`config.mk`:
```
export PLATFORM = sky130hd
export DESIGN_NAME = sm83_irq_ctl
export DESIGN_NICKNAME = d
export VERILOG_FILES = /design/src/rtl/sm83_irq_ctl.sv
export SDC_FILE = /design/constraint.sdc
export NUM_CORES = 1
export LEC_CHECK = 0
export CORE_MARGIN = 2
export CORE_UTILIZATION = 41
export DETAILED_ROUTE_END_ITERATION = 8
export GPL_TIMING_DRIVEN = 0
export PLACE_DENSITY = 0.73
export REMOVE_ABC_BUFFERS = 1
export SETUP_SLACK_MARGIN = 0.15
export SKIP_CTS_REPAIR_TIMING = 1
export SYNTH_ARGS = -nofsm -noshare
export SYNTH_HDL_FRONTEND = slang
export SYNTH_SLANG_ARGS = --single-unit
```
`constraint.sdc`:
```
create_clock -name clk -period 2.09 [get_ports clk]
set_clock_uncertainty 0.2 [all_clocks]
set_input_delay 0.627 -clock clk [delete_from_list [all_inputs] [get_ports clk]]
set_output_delay 0.627 -clock clk [all_outputs]
set_load 0.005 [all_outputs]
```
`src/rtl/sm83_irq_ctl.sv`:
```
// rtl/sm83_irq_ctl.sv - SM83 interrupt controller: IME/EI delay, HALT wake and 5-M-cycle dispatch sequencer
module sm83_irq_ctl #(
   parameter int         NUM_IRQS   = 8,
   parameter logic [7:0] VEC_BASE   = 8'h40,
   parameter int         VEC_STRIDE = 8
) (
   input  logic                clk,
   input  logic                reset,
   input  logic                ncyc,
   input  logic [NUM_IRQS-1:0] irq,
   input  logic                opfetch,
   input  logic                ei,
   input  logic                di,
   input  logic                reti,
   input  logic                halt,
   output logic                dispatch,
   output logic [4:0]          disp_m,
   output logic [7:0]          vector,
   output logic [NUM_IRQS-1:0] iack,
   output logic                ime,
   output logic                halted,
   output logic                wake
);

   typedef enum logic [2:0] {S_IDLE, S_HALT, S_D1, S_D2, S_D3, S_D4, S_D5} state_t;

   state_t              state;
   logic                ei_pend;
   logic                any_irq;
   int                  sel_n;
   logic [NUM_IRQS-1:0] sel_oh;
   logic [7:0]          sel_vec;

   // Lowest set bit wins; an empty request set resolves to vector 0x00.
   always_comb begin
      any_irq = |irq;
      sel_oh  = irq & (~irq + NUM_IRQS'(1));
      sel_n   = 0;
      for (int i = NUM_IRQS - 1; i >= 0; i--) begin
         if (irq[i]) sel_n = i;
      end
      sel_vec = any_irq ? 8'(VEC_BASE + sel_n * VEC_STRIDE) : 8'h00;
   end

   always_ff @(posedge clk) begin
      if (!reset) begin
         state    <= S_IDLE;
         ime      <= 1'b0;
         ei_pend  <= 1'b0;
         vector   <= 8'h00;
         iack     <= '0;
         wake     <= 1'b0;
         halted   <= 1'b0;
         dispatch <= 1'b0;
         disp_m   <= 5'b00000;
      end else begin
         iack <= '0;
         wake <= 1'b0;
         if (ncyc) begin
            case (state)
               S_IDLE: begin
                  if (opfetch) begin
                     if (ime && any_irq) begin
                        state    <= S_D1;
                        disp_m   <= 5'b00001;
                        dispatch <= 1'b1;
                        ime      <= 1'b0;
                        ei_pend  <= 1'b0;
                     end else begin
                        if (halt && !any_irq) begin
                           state  <= S_HALT;
                           halted <= 1'b1;
                        end
                        // A pending EI matures one boundary later, giving the one-instruction delay.
                        if (di) begin
                           ime     <= 1'b0;
                           ei_pend <= 1'b0;
                        end else begin
                           if (reti || ei_pend) ime <= 1'b1;
                           ei_pend <= ei;
                        end
                     end
                  end
               end
               S_HALT: begin
                  if (any_irq) begin
                     halted <= 1'b0;
                     if (ime) begin
                        state    <= S_D1;
                        disp_m   <= 5'b00001;
                        dispatch <= 1'b1;
                        ime      <= 1'b0;
                     end else begin
                        state <= S_IDLE;
                        wake  <= 1'b1;
                     end
                  end
               end
               S_D1: begin
                  state  <= S_D2;
                  disp_m <= 5'b00010;
               end
               S_D2: begin
                  state  <= S_D3;
                  disp_m <= 5'b00100;
               end
               S_D3: begin
                  state  <= S_D4;
                  disp_m <= 5'b01000;
                  vector <= sel_vec;
                  iack   <= sel_oh;
               end
               S_D4: begin
                  state  <= S_D5;
                  disp_m <= 5'b10000;
               end
               S_D5: begin
                  state    <= S_IDLE;
                  disp_m   <= 5'b00000;
                  dispatch <= 1'b0;
               end
               default: begin
                  state    <= S_IDLE;
                  disp_m   <= 5'b00000;
                  dispatch <= 1'b0;
               end
            endcase
         end
      end
   end

endmodule

```
==> summary.txt, run 1 <==
Total Routing Usage GR: 0.175
Syn avg cell area: 8.83 sq um
Die area: 3650 sq um
Status: complete, no violations
EDFF count, synth: 0
Core area: 3050 sq um
RR Startpoint: state[2]$_SDFFE_PN0P_
Synth top area cells: dfxtp_1 38%, nand2_1 4.3%, nor2_1 4.3%
RSZ-0062 raised after global routing: yes
Setup-failing EPs final: 0
NumNets Final: 213
Port buffer count: 36
Worst Hold Depth: 2
Crit Path Class: primary input to register
CTS root buf: clkbuf_4
Initial antenna violation count: 0
Vias in the first global route: 1210
Synthesized area: 1310 sq um
Vias/cell: 5.45
Placed cells: 220
Reg2reg end: halted$_SDFFE_PN0P_
Synth Register Bits: 25
Critical Path Start Type: primary input
Met3 track demand over resource: 0.0362
Post-DP HPWL: 2180 microns
Synth Instances: 148
CTS tree: done
DIE HEIGHT: 60.4 microns
Share of cells above drive strength 1: 0.286
Sequential share of the synthesized area: 0.383
Largest buffer count on any clock path: 2
Arrival @ worst endpoint: 2.03 ns
Core Rows: 20
Share of the synthesized area in the top cell type: 0.383
Initial core utilization: 0.428
Synth unique cells: 45
Max-cap violations: 0
Antenna-violating nets left: 0
Final Instance Count excl. Fillers: 236
First-pass GRT wire length: 4930 microns
Final hold vios: 0
Total power: 1.34 mW
Top-level I/O count: 41
Worst-Skew Late Latency: 0.32 ns
Clock transition at path regs: 0.14 ns
Reg-to-reg slack, setup: 0.14 ns
DRC: 0
Largest fanout on the critical path: 5
PwrDens: 708 nW/um^2
Met1 Usage GRT: 0.200
Fin crit period: 1.99 ns
F_max: 0.502 GHz
Asr flop ratio synth: 0
GRT overflow: 0
Via count: 1286
WHS Endpoint: ei_pend$_SDFFE_PN0P_
Layout area overhead: 45.2%
Met2 Usage GRT: 0.323
Hold path startpoint: ei_pend$_SDFFE_PN0P_
Worst Path Required: 2.13 ns
H-tree depth: 1
Chip Width: 60.4 microns
ANT cells: 0
Sink Count: 25
WL/cell: 14.0 microns
R2r worst-path depth: 5
Synth area leader: dfxtp_1
CP endpoint kind: register
Drt first-iter violations: 30
Fin. max-slew vios: 0
Final Wtd Congestion: 0.837
Routed WL: 3300 microns
Peak supply drop: 0.504 mV
P_leak: 1.10 nW
Num CTS Buffers: 3
Synth warnings: 0
Hold Path Class: register to register
DRT Pass-1 Iters: 4
Fin crit share: 0.952
Largest net degree at the start of global routing: 20
Top_reg_cell synth: dfxtp_1
Grt peak-use layer: met2
## final cells by class
| type | count | area (sq um) |
|---|---|---|
| fillers | 267 | 1160 |
| clock inverters | 1 | 7.51 |
| clock buffers | 3 | 22.5 |
| well taps | 44 | 55.1 |
| repair buffers | 48 | 502 |
| flip-flops and latches | 25 | 523 |
| multi-input cells | 106 | 749 |
| inverters | 9 | 37.5 |
## kinds of logic (layout without fill, tap and decap cells)
group | Yosys count | in the layout | share of synthesized area
multiplexers | 1 | 1 | 0.00766
adder cells (fa/ha/maj) | 4 | 4 | 0.0383
AO/OA/AOI/OAI | 36 | 36 | 0.208
buffers and inverters | 20 | 61 | 0.0967
AND/OR/NAND/NOR | 61 | 61 | 0.263
flip-flops | 25 | 25 | 0.383
other | 1 | 4 | 0.00287
## layer usage
metal	share of wire	vias up
met2	0.51	43
met4	0.018	0
met3	0.052	6
met5	0	-
li1	-	611
met1	0.42	626
## synth_stat cells, drive strengths merged (2+ instances only)
library cell,number
nand3,7
nor2,15
a211oi,5
inv,8
buf,8
dfxtp,25
nand4,2
nand2b,3
o211ai,2
nor4,5
a31oi,2
clkbuf,3
a21oi,9
ha,4
o21a,2
nor3,4
o21ai,8
nand2,15
nand4b,2
## sequential cells by signal, indices dropped and copies added, names as in the netlist
| name | flops |
|---|---|
| disp_m | 5 |
| dispatch | 1 |
| ei_pend | 1 |
| halted | 1 |
| iack | 8 |
| ime | 1 |
| state | 3 |
| vector | 4 |
| wake | 1 |
## cells in the final DEF, fill, tap and decap left out, types with 2 or more instances in the layout
master / instances
clkinvlp_4: 2
clkbuf_4: 3
nor3_4: 2
dfxtp_2: 15
nor4_4: 2
nor2_1: 14
nand4b_1: 2
ha_1: 4
o21a_1: 2
a21oi_1: 7
a211oi_2: 2
dlymetal6s2s_1: 26
clkdlybuf4s50_1: 4
clkbuf_2: 5
buf_4: 10
nand4_1: 2
nor3_1: 2
conb_1: 4
nand2b_1: 3
inv_1: 8
o21ai_0: 8
nor4_1: 3
a31oi_1: 2
dfxtp_1: 9
nand3_1: 6
o211ai_1: 2
nand2_1: 14
a211oi_1: 3
## worst max-delay path by stage
stage	cells past startpoint	endpoint	startpoint	slack [ns]
3_5_place_dp	5	iack[6]$_SDFF_PN0_	ncyc	-1.15
5_1_grt	5	halted$_SDFFE_PN0P_	state[2]$_SDFFE_PN0P_	0.03
4_1_cts	5	iack[6]$_SDFF_PN0_	ncyc	-0.80
2_1_floorplan	4	iack[6]$_SDFF_PN0_	ncyc	0.02
6_report	7	halted$_SDFFE_PN0P_	irq[6]	0.1
3_3_place_gp	5	iack[6]$_SDFF_PN0_	ncyc	-1.04
## power by group
| part | switching [mW] | internal [mW] |
|---|---|---|
| registers | 0.0778 | 0.529 |
| logic | 0.263 | 0.244 |
| clock network | 0.155 | 0.0733 |
| total | 0.496 | 0.846 |
## critical path, cell delays in order
cell and delay [ns]:
clkbuf_2 0.12, nor4_4 0.26, buf_4 0.20, nand2_2 0.09, o211ai_1 0.36, a21oi_1 0.11
o221a_2 0.26
## stage by stage
step	setup slack [ns]	area [sq um]	setup TNS [ns]	hold WS, ns	utilization
final	0.0994	1900	0	0.269	0.621
after global routing	0.0251	1900	0	0.301	0.621
after CTS	-0.802	1670	-9.87	0.275	0.547
after detailed placement	-1.15	1640	-18.31	0.256	0.537
after global placement	-1.04	1640	-17.18	0.238	0.537
after floorplan	0.0208	1220	0	0.232	-
No activity file was read; power rests on OpenSTA's default activity.
==> run 2, diff against run 1 <==
==> constraint.sdc (replaced) <==
create_clock -name clk -period 1.75 [get_ports clk]
set_clock_uncertainty 0.2 [all_clocks]
set_input_delay 0.525 -clock clk [delete_from_list [all_inputs] [get_ports clk]]
set_output_delay 0.525 -clock clk [all_outputs]
set_load 0.005 [all_outputs]
==> run 2 against run 1 <==
- the flow now finishes with violations (setup timing)
- global-route usage did not move
- routed wire length increased by 14%
- via count rose by 4.5%
- sequential cell count is the same
- clock power rose by 21%
- die area unchanged
- critical path type unchanged
- critical endpoint unchanged
- largest cell class unchanged
- largest power group is now combinational cells
- highest routed layer unchanged
==> summary.txt, run 2 (synthesized netlist as in run 1, its figures left out) <==
Largest regs: iack x8, disp_m x5, vector x4
Final hold vios: 0
Hold Path Class: primary input to register
Core area: 3050 sq um
Final worst slack: -0.0553 ns
Core Rows: 20
CP max stage cell: o211ai_1
Critical Path Start Type: primary input
Worst Path Required: 1.80 ns
Fin crit share: 1.03
CTS tree: done
WL/cell: 15.0 microns
First-pass GRT wire length: 4930 microns
Register area: 532 sq um
WHS Endpoint: iack[7]$_SDFF_PN0_
Final Util: 0.697
CTS root buf: clkbuf_4
Most frequent cells in the layout: 22 x dlymetal6s2s_1, 19 x buf_4, 14 x nor2_1, 13 x dfxtp_2, 12 x nand2_1
Fin crit period: 1.81 ns
Routed WL: 3750 microns
Worst-Skew Late Latency: 0.33 ns
Num CTS Buffers: 3
Drt first-iter violations: 45
Final Instance Area: 2130 sq um
Max reg flops: 8
DRT Pass-1 Iters: 4
Hold path startpoint: irq[5]
Setup TNS: -0.111 ns
CP cell instances: buf_8 > nor4_4 > buf_6 > nand2_4 > o211ai_1 > a21oi_1 > o221a_2
Arrival @ worst endpoint: 1.86 ns
Largest fanout on the critical path: 5
Die area: 3650 sq um
NumNets Final: 227
Failing checks: setup timing
Register bank with the most flops: iack
Setup-failing EPs final: 3
Top-level I/O count: 41
DIE HEIGHT: 60.4 microns
RSZ-0062 raised after global routing: yes
Share of cells above drive strength 1: 0.432
P_leak: 1.17 nW
Peak supply drop: 0.576 mV
Antenna-violating nets left: 0
Total power: 1.85 mW
Max-cap violations: 0
Clock transition at path regs: 0.15 ns
Total Routing Usage GR: 0.175
Via count: 1344
Vias/cell: 5.38
Largest buffer count on any clock path: 2
Status: complete, but fails checks
Largest net degree at the start of global routing: 20
Layout area overhead: 62.9%
Post-DP HPWL: 2180 microns
H-tree depth: 1
Commonest non-fill, non-tap cell in the layout: dlymetal6s2s_1
RR Startpoint: state[2]$_SDFFE_PN0P_
Final Wtd Congestion: 0.837
CP endpoint kind: register
Port buffer count: 36
DRC: 0
Worst Hold Depth: 2
CP peak stage delay: 0.36 ns
Post-DP Area: 1640 sq um
Initial core utilization: 0.428
Sink Count: 25
Fin. max-slew vios: 0
Fillcell total: 250
Chip Width: 60.4 microns
Reg2reg end: halted$_SDFFE_PN0P_
Initial antenna violation count: 0
Reg-to-reg slack, setup: -0.05 ns
F_max: 0.554 GHz
Crit Path Class: primary input to register
GRT overflow: 0
ANT cells: 0
R2r worst-path depth: 6
Area taken by multi-input logic gates: 827 sq um
Hold Slack: 0.175 ns
PwrDens: 870 nW/um^2
Vias in the first global route: 1210
[run 2: cell count changes in the layout (fill, tap and decap cells not counted), sizes merged]
cell / delta
buf: +18
dlymetal6s2s: -4
clkinvlp: +1
inv: -1
[run 2: worst max-delay path: cells and delay by family]
family | cells | cell delay [ns]
simple gates | 2 | 0.35
compound gates | 3 | 0.69
buf+inv | 2 | 0.28
[run 2: cell type report]
class	count	area share
Tap cell	44	0.0259
Inverter	9	0.0206
Multi-Input combinational cell	106	0.389
Clock buffer	3	0.0106
Timing Repair Buffer	62	0.301
Sequential cell	25	0.250
Clock inverter	1	0.00353
[run 2: how the worst max path moves through the flow]
stage	startpoint	end	slack (ns)
2_1_floorplan	ncyc	iack[6]$_SDFF_PN0_	-0.22
3_3_place_gp	ncyc	iack[6]$_SDFF_PN0_	-1.28
3_5_place_dp	ncyc	iack[6]$_SDFF_PN0_	-1.39
4_1_cts	ncyc	iack[6]$_SDFF_PN0_	-1.04
5_1_grt	state[2]$_SDFFE_PN0P_	state[1]$_SDFFE_PN0P_	-0.14
6_report	irq[2]	halted$_SDFFE_PN0P_	-0.06
[run 2: report_power, final]
part           switching (mW)  total (mW)  internal (mW)
logic                   0.414       0.857          0.443
registers              0.0780       0.717          0.639
clock network           0.190       0.277         0.0878
total                   0.682        1.85           1.17
[run 2: stage by stage]
step | setup WS [ns] | instances
floorplan | -0.217 | 140
global placement | -1.28 | 220
detailed placement | -1.39 | 220
CTS | -1.04 | 224
global route | -0.135 | 250
finish | -0.0553 | 250
[run 2: per-layer routing]
layer / share of wire / vias up / track usage
met3: 0.050 / 7 / 0.0362
li1: - / 640 / -
met5: 0 / - / 0
met4: 0.016 / 0 / 0.0621
met1: 0.40 / 657 / 0.200
met2: 0.53 / 40 / 0.323
